### config.mk
export PLATFORM = sky130hd
export DESIGN_NAME = pll_lock_ctrl_flat
export DESIGN_NICKNAME = d
export VERILOG_FILES = /design/src/rtl/pll_ctrl_pkg.sv /design/src/rtl/pll_lock_ctrl_if.sv /design/src/rtl/pll_lock_sync.sv /design/src/rtl/pll_lock_ctrl.sv /design/src/flat_wrapper.sv
export SDC_FILE = /design/constraint.sdc
export NUM_CORES = 1
export LEC_CHECK = 0
export CAP_MARGIN = 15
export CORE_ASPECT_RATIO = 1.25
export CORE_UTILIZATION = 50
export DETAILED_ROUTE_END_ITERATION = 12
export PLACE_DENSITY_LB_ADDON = 0.05
export SETUP_SLACK_MARGIN = 0.02
export SLEW_MARGIN = 10
export SYNTH_ARGS = -nofsm -noshare
export SYNTH_HDL_FRONTEND = slang
export SYNTH_HIERARCHICAL = 1
export SYNTH_SLANG_ARGS = --single-unit
### constraint.sdc
create_clock -name clk -period 2.73 [get_ports clk]
set_input_delay 0.4095 -clock clk [delete_from_list [all_inputs] [get_ports clk]]
set_output_delay 0.4095 -clock clk [all_outputs]
set_load 0.05 [all_outputs]
### src/rtl/pll_ctrl_pkg.sv
// pll_ctrl_pkg: shared definitions for the DDR PLL reset/lock sequencer.
//   - pll_state_e  : sequencer state, 3-bit encoding (also exported for debug)
//   - pll_outs_t   : the registered output bundle decoded from a state
//   - DEF_*        : default parameter values
//   - cnt_width()  : width of the single period counter
//   - state_outs() : output decode for a given state
package pll_ctrl_pkg;

    typedef enum logic [2:0] {
        RST_HOLD  = 3'd0,
        WAIT_LOCK = 3'd1,
        STABLE    = 3'd2,
        GATE_ON   = 3'd3,
        RUN       = 3'd4,
        FAIL      = 3'd5
    } pll_state_e;

    typedef struct packed {
        logic pll_rst;
        logic clkout0_gate;
        logic ready;
        logic fail;
    } pll_outs_t;

    localparam int DEF_RST_CYCLES   = 16;
    localparam int DEF_LOCK_TIMEOUT = 65536;
    localparam int DEF_LOCK_STABLE  = 1024;
    localparam int DEF_GATE_DELAY   = 8;
    localparam int DEF_MAX_RETRY    = 3;
    localparam int DEF_CNT_W        = 8;

    // The counter only ever needs to reach (period - 1) of the longest period,
    // so clog2 of that period is enough bits.
    function automatic int cnt_width(input int a, input int b, input int c, input int d);
        int m;
        m = a;
        if (b > m) m = b;
        if (c > m) m = c;
        if (d > m) m = d;
        return (m < 2) ? 1 : $clog2(m);
    endfunction

    function automatic pll_outs_t state_outs(input pll_state_e s);
        pll_outs_t o;
        o = '0;
        case (s)
            RST_HOLD: o.pll_rst = 1'b1;
            GATE_ON:  o.clkout0_gate = 1'b1;
            RUN: begin
                o.clkout0_gate = 1'b1;
                o.ready        = 1'b1;
            end
            FAIL: begin
                o.pll_rst = 1'b1;
                o.fail    = 1'b1;
            end
            default: o = '0;
        endcase
        return o;
    endfunction

endpackage

### src/rtl/pll_lock_ctrl_if.sv
// pll_lock_ctrl_if: bundle between the lock sequencer, the PLL instance and
// the DDR init logic.
//   pll_lock      PLL lock, asynchronous to clk (from the PLL)
//   pll_rst       PLL reset, active-high
//   clkout0_gate  1 = clkout0 enabled
//   ready         PLL locked, stable and gate open
//   fail          retry budget exhausted, sticky until rst
//   retry_cnt     timeouts since last successful lock
//   loss_cnt      lock losses after ready, saturating
//   state         sequencer state, for debug/checkers
// There is no valid/ready handshake here: every signal is a level that the
// consumer may sample on any clk edge; "ready" is a status, not a strobe.
interface pll_lock_ctrl_if #(parameter int CNT_W = 8);
    import pll_ctrl_pkg::*;

    logic             pll_lock;
    logic             pll_rst;
    logic             clkout0_gate;
    logic             ready;
    logic             fail;
    logic [CNT_W-1:0] retry_cnt;
    logic [CNT_W-1:0] loss_cnt;
    pll_state_e       state;

    // master: the sequencer
    modport master (
        input  pll_lock,
        output pll_rst, clkout0_gate, ready, fail, retry_cnt, loss_cnt, state
    );

    // slave: the PLL / DDR init side
    modport slave (
        output pll_lock,
        input  pll_rst, clkout0_gate, ready, fail, retry_cnt, loss_cnt, state
    );

endinterface

### src/rtl/pll_lock_sync.sv
// pll_lock_sync: generic 2-flop synchroniser for asynchronous status inputs.
//   clk       destination clock
//   async_in  asynchronous input(s)
//   sync_out  input(s) delayed by two clk edges
// The flops deliberately carry no reset so nothing but the data path touches
// the metastability-prone first stage.
module pll_lock_sync #(
    parameter int WIDTH = 1
) (
    input  logic             clk,
    input  logic [WIDTH-1:0] async_in,
    output logic [WIDTH-1:0] sync_out
);

    logic [WIDTH-1:0] meta;

    always_ff @(posedge clk) begin
        meta     <= async_in;
        sync_out <= meta;
    end

endmodule

### src/rtl/pll_lock_ctrl.sv
// pll_lock_ctrl: reset and lock sequencer for the DDR PLL wrapper.
// Holds the PLL in reset, waits for lock (retrying on timeout), requires lock
// to be stable before opening the clkout0 gate, then reports ready. Lock loss
// after the gate opens restarts the sequence and is counted.
//   clk   50 MHz reference clock (same net as PLL clkin1)
//   rst   synchronous, active-high reset
//   bus   pll_lock_ctrl_if.master: pll_lock in; pll_rst, clkout0_gate, ready,
//         fail, retry_cnt, loss_cnt, state out
// All outputs are registers decoded from the next state, so they change on
// the same edge as the state register. CNT_W must match the interface.
module pll_lock_ctrl
    import pll_ctrl_pkg::*;
#(
    parameter int RST_CYCLES   = DEF_RST_CYCLES,
    parameter int LOCK_TIMEOUT = DEF_LOCK_TIMEOUT,
    parameter int LOCK_STABLE  = DEF_LOCK_STABLE,
    parameter int GATE_DELAY   = DEF_GATE_DELAY,
    parameter int MAX_RETRY    = DEF_MAX_RETRY,
    parameter int CNT_W        = DEF_CNT_W
) (
    input  logic            clk,
    input  logic            rst,
    pll_lock_ctrl_if.master bus
);

    localparam int CW = cnt_width(RST_CYCLES, LOCK_TIMEOUT, LOCK_STABLE, GATE_DELAY);

    localparam logic [CW-1:0]    RST_LAST     = CW'(RST_CYCLES - 1);
    localparam logic [CW-1:0]    TIMEOUT_LAST = CW'(LOCK_TIMEOUT - 1);
    localparam logic [CW-1:0]    STABLE_LAST  = CW'(LOCK_STABLE - 1);
    localparam logic [CW-1:0]    GATE_LAST    = CW'(GATE_DELAY - 1);
    localparam logic [CNT_W-1:0] RETRY_MAX    = CNT_W'(MAX_RETRY);
    localparam logic [CNT_W-1:0] LOSS_SAT     = '1;

    logic             lock_s;
    pll_state_e       state;
    logic [CW-1:0]    cnt;
    pll_outs_t        outs_q;
    logic [CNT_W-1:0] retry_q;
    logic [CNT_W-1:0] loss_q;

    pll_lock_sync #(.WIDTH(1)) u_lock_sync (
        .clk      (clk),
        .async_in (bus.pll_lock),
        .sync_out (lock_s)
    );

    // Every transition loads the new state, clears cnt and loads that state's
    // outputs together; staying put just advances cnt.
    always_ff @(posedge clk) begin
        if (rst) begin
            state   <= RST_HOLD;
            cnt     <= '0;
            outs_q  <= state_outs(RST_HOLD);
            retry_q <= '0;
            loss_q  <= '0;
        end else begin
            cnt <= cnt + 1'b1;
            case (state)
                RST_HOLD: begin
                    if (cnt == RST_LAST) begin
                        state  <= WAIT_LOCK;
                        cnt    <= '0;
                        outs_q <= state_outs(WAIT_LOCK);
                    end
                end

                WAIT_LOCK: begin
                    // Lock is tested first so a lock arriving on the timeout
                    // cycle wins over the retry.
                    if (lock_s) begin
                        state  <= STABLE;
                        cnt    <= '0;
                        outs_q <= state_outs(STABLE);
                    end else if (cnt == TIMEOUT_LAST) begin
                        cnt <= '0;
                        if (retry_q == RETRY_MAX) begin
                            state  <= FAIL;
                            outs_q <= state_outs(FAIL);
                        end else begin
                            retry_q <= retry_q + 1'b1;
                            state   <= RST_HOLD;
                            outs_q  <= state_outs(RST_HOLD);
                        end
                    end
                end

                STABLE: begin
                    // A dropout here only restarts the wait; the PLL is not
                    // reset and no retry is charged.
                    if (!lock_s) begin
                        state  <= WAIT_LOCK;
                        cnt    <= '0;
                        outs_q <= state_outs(WAIT_LOCK);
                    end else if (cnt == STABLE_LAST) begin
                        state  <= GATE_ON;
                        cnt    <= '0;
                        outs_q <= state_outs(GATE_ON);
                    end
                end

                GATE_ON, RUN: begin
                    if (!lock_s) begin
                        state  <= RST_HOLD;
                        cnt    <= '0;
                        outs_q <= state_outs(RST_HOLD);
                        if (loss_q != LOSS_SAT) begin
                            loss_q <= loss_q + 1'b1;
                        end
                    end else if (state == GATE_ON) begin
                        if (cnt == GATE_LAST) begin
                            state   <= RUN;
                            cnt     <= '0;
                            outs_q  <= state_outs(RUN);
                            retry_q <= '0;
                        end
                    end else begin
                        // RUN is open-ended; keep cnt parked.
                        cnt <= '0;
                    end
                end

                FAIL: begin
                    cnt <= '0;
                end

                default: begin
                    state  <= RST_HOLD;
                    cnt    <= '0;
                    outs_q <= state_outs(RST_HOLD);
                end
            endcase
        end
    end

    assign bus.pll_rst      = outs_q.pll_rst;
    assign bus.clkout0_gate = outs_q.clkout0_gate;
    assign bus.ready        = outs_q.ready;
    assign bus.fail         = outs_q.fail;
    assign bus.retry_cnt    = retry_q;
    assign bus.loss_cnt     = loss_q;
    assign bus.state        = state;

endmodule
### src/flat_wrapper.sv
// flat-port wrapper written by rule: the top's interface ports become plain ports
module pll_lock_ctrl_flat import pll_ctrl_pkg::*;
#(
    parameter int RST_CYCLES   = DEF_RST_CYCLES,
    parameter int LOCK_TIMEOUT = DEF_LOCK_TIMEOUT,
    parameter int LOCK_STABLE  = DEF_LOCK_STABLE,
    parameter int GATE_DELAY   = DEF_GATE_DELAY,
    parameter int MAX_RETRY    = DEF_MAX_RETRY,
    parameter int CNT_W        = DEF_CNT_W
)
  (clk, rst, bus_pll_lock, bus_pll_rst, bus_clkout0_gate, bus_ready, bus_fail, bus_retry_cnt, bus_loss_cnt, bus_state);
  pll_lock_ctrl_if #(.CNT_W(CNT_W)) bus_i ();
  input  logic clk;
  input  logic rst;
  input wire logic [$bits(bus_i.pll_lock)-1:0] bus_pll_lock;
  output wire logic [$bits(bus_i.pll_rst)-1:0] bus_pll_rst;
  output wire logic [$bits(bus_i.clkout0_gate)-1:0] bus_clkout0_gate;
  output wire logic [$bits(bus_i.ready)-1:0] bus_ready;
  output wire logic [$bits(bus_i.fail)-1:0] bus_fail;
  output wire logic [$bits(bus_i.retry_cnt)-1:0] bus_retry_cnt;
  output wire logic [$bits(bus_i.loss_cnt)-1:0] bus_loss_cnt;
  output wire logic [$bits(bus_i.state)-1:0] bus_state;
  assign bus_i.pll_lock = bus_pll_lock;
  assign bus_pll_rst = bus_i.pll_rst;
  assign bus_clkout0_gate = bus_i.clkout0_gate;
  assign bus_ready = bus_i.ready;
  assign bus_fail = bus_i.fail;
  assign bus_retry_cnt = bus_i.retry_cnt;
  assign bus_loss_cnt = bus_i.loss_cnt;
  assign bus_state = bus_i.state;
  pll_lock_ctrl #(.RST_CYCLES(RST_CYCLES), .LOCK_TIMEOUT(LOCK_TIMEOUT), .LOCK_STABLE(LOCK_STABLE), .GATE_DELAY(GATE_DELAY), .MAX_RETRY(MAX_RETRY), .CNT_W(CNT_W)) u_core (.clk(clk), .rst(rst), .bus(bus_i));
endmodule
==> metrics.cfg <==
[flow_run]
drv_cap=0

[clock_network]
cts_setup_buffers=0
cts_resized=0
cts.sink_count=41
clk_path_buf_depth=2
h-tree-depth=2
cts_tree=done
cts_hold_buf=0
clkTransAtPathRegs_ns=0.07
clk_latency_ns=0.29
cts_root_buf=clkbuf_8
numCtsBuffers=5

[sta]
period_needed_ns=2.41
hold_viol=0
finalSetupViolations=0
drv_slew=0
rsz0062_at_grt=false
final.setup_skew_ns=0.00572
min_period_over_period=0.882
tns_ns=0
tightest_slew_ns=0.536
fmaxAchievable_mhz=415
slew-limit-headroom=0.643

[critical_path]
worstReg2RegEnd=u_core/bus.retry_cnt[7]
r2r-start=u_core/cnt[0]
end_kind=flip-flop
crit_path_max_fanout=9
ff2ff_path_depth=6
crit_top_cell=or4_1
crit_path_top_delay_cell=or4_1
worstPathArrival_ns=2.64
path_cells=ha_1, nand3_2, or4_1, a2bb2oi_4, or4_1, a21boi_1
crit_path_max_incr_delay_ns=0.65
worstPathRequired_ns=2.96
critPathLaunchType=flip-flop
worstSetupPathType=reg2reg
r2r_setup_slack_ns=0.32

[route]
drc=0
firstDrtPassIters=4
viasPerCell=5.72
drt_iter0_drc=85
wire_per_inst_um=13.9
ant_nets=0
wirelength_mm=4.48
vias=1837

[pwr]
peakVddDrop_uv=324
switchingPower_mw=0.417
seqPwrFrac=0.496
p_leak_nw=0.848
power_frac_comb=0.232
intPower_mw=0.917
switching_share=0.313
power_mw=1.33
p_per_area_nw_per_um2=538
pwr-share-clk=0.272

[die]
core_um2=3880
die_y_um=74.3
initial_core_util=0.538
rows=25
dieArea_um2=4440
die_w_um=59.8
ios=26

[global_routing]
grt_remaining_overflow=0
antenna_found_initial=0
grt_pass1_wl_mm=7.49
grtUsageTotal=0.221
grt_max_degree=15
grt_pass1_vias=1727

[place]
dp_hpwl_mm=3.31
io_buffers=25
globalplace.congestion=0.792
place_inst=315

[synthesis]
synth.avg_cell_area_um2=8.74
netlist_instances=239
async_flop_share=0
synth_edf_count=0
synth-seq-area-share=0.393
synth_cell_types=54
ys.warnings.count=6
synthFlopType=dfxtp_1
synth_area_um2=2090
syn-num-nets=245
synth-seq-cells=41

[worst_hold_path]
whs_path_depth=0
worstHoldEndpoint=u_core/u_lock_sync/sync_out
hp-start=u_core/u_lock_sync/meta
hp-class=reg2reg

[cells_and_area]
nets=274
multiInputGateArea_um2=1220
seq_area_um2=821
final_common_cell=dfxtp_1
n_antenna_cell=0
fin_cells=321
fill_cells=366
area_growth_pct=18.8
drive_gt1_frac=0.0936
layout_common_cells=dfxtp_1, nor2_1, clkdlybuf4s50_1

[run_status]
outcome=complete, no violations

state kept, by name (all words and copies together), names as in the netlist:
name	count
u_core/bus.ready	1
u_core/bus.state	3
u_core/bus.pll_rst	1
u_core/bus.retry_cnt	8
u_core/bus.loss_cnt	8
u_core/u_lock_sync/meta	1
u_core/bus.fail	1
u_core/cnt	16
u_core/u_lock_sync/sync_out	1
u_core/bus.clkout0_gate	1
power groups by stage:
stage | registers, mW | logic [mW] | clock network (mW)
final | 0.662 | 0.309 | 0.362
after global routing | 0.667 | 0.338 | 0.396
after CTS | 0.663 | 0.308 | 0.374
after detailed placement | 0.677 | 0.306 | 0
after global placement | 0.674 | 0.303 | 0
after floorplan | 0.717 | 0.180 | 0
cell families (layout without fill, tap and decap cells):
logic type	after synthesis	count (layout)	share of synthesized area
flip-flops	41	41	0.393
multiplexers	1	1	0.00479
AO/OA/AOI/OAI	44	44	0.159
buffers and inverters	11	39	0.0210
AND/OR/NAND/NOR	119	119	0.321
XOR/XNOR	20	20	0.0839
adder cells (fa/ha/maj)	3	3	0.0180
Yosys cell counts (3+ instances only):
cell type  number  area, µm²
dfxtp_1        41        821
nor2_1         35        131
nand2_1        15       56.3
a21oi_1        12       60.1
xor2_1         11       96.3
xnor2_1         9       78.8
nand3_1         8       40.0
nand4_1         8       50.1
nor3_1          8       40.0
and3_1          7       43.8
or2_2           6       37.5
a311oi_1        4       35.0
a31oi_1         4       25.0
clkbuf_1        4       15.0
inv_1           4       15.0
o21ai_0         4       20.0
or4_1           4       30.0
and2_1          3       18.8
ha_1            3       37.5
nand3b_1        3       22.5
nor4_1          3       18.8
o31ai_1         3       22.5
metrics by stage:
stage	utilization	cell area (µm²)	worst slack, ns	hold slack [ns]
after detailed placement	0.621	2410	0.331	0.315
after CTS	0.640	2480	0.316	0.334
after global placement	0.621	2410	0.399	0.311
final	0.640	2480	0.322	0.331
after floorplan	-	2090	0.361	0.310
after global routing	0.640	2480	0.215	0.337
worst max-delay path by stage:
stage	from	slack (ns)	cells past startpoint	endpoint
2_1_floorplan	u_core/bus.state[0]	0.36	5	u_core/bus.retry_cnt[7]
3_3_place_gp	u_core/cnt[0]	0.40	6	u_core/bus.retry_cnt[7]
3_5_place_dp	u_core/cnt[0]	0.33	6	u_core/bus.retry_cnt[7]
4_1_cts	u_core/cnt[0]	0.32	6	u_core/bus.retry_cnt[7]
5_1_grt	u_core/cnt[0]	0.21	6	u_core/bus.retry_cnt[7]
6_report	u_core/cnt[0]	0.32	6	u_core/bus.retry_cnt[7]
per-layer routing:
| layer | wire (µm) | vias up | track usage | share of wire |
|---|---|---|---|---|
| li1 | - | 931 | - | - |
| met1 | 1960 | 865 | 0.248 | 0.44 |
| met2 | 2320 | 32 | 0.395 | 0.52 |
| met3 | 129 | 9 | 0.0487 | 0.029 |
| met4 | 69 | 0 | 0.0956 | 0.015 |
| met5 | 0 | - | 0 | 0 |
critical path, delay by kind of cell, from the launching register on:
kind            cells  cell delay, ns
fa+ha+maj           1            0.25
compound gates      2            0.40
flops               1            0.38
simple gates        3            1.32
area by class of cell:
cell class / count / area share
flip-flops and latches: 41 / 0.331
repair buffers: 29 / 0.113
multi-input cells: 187 / 0.493
inverters: 4 / 0.00605
clock inverters: 1 / 0.00202
clock buffers: 5 / 0.0277
well taps: 54 / 0.0272
No activity file was read; power rests on OpenSTA's default activity.
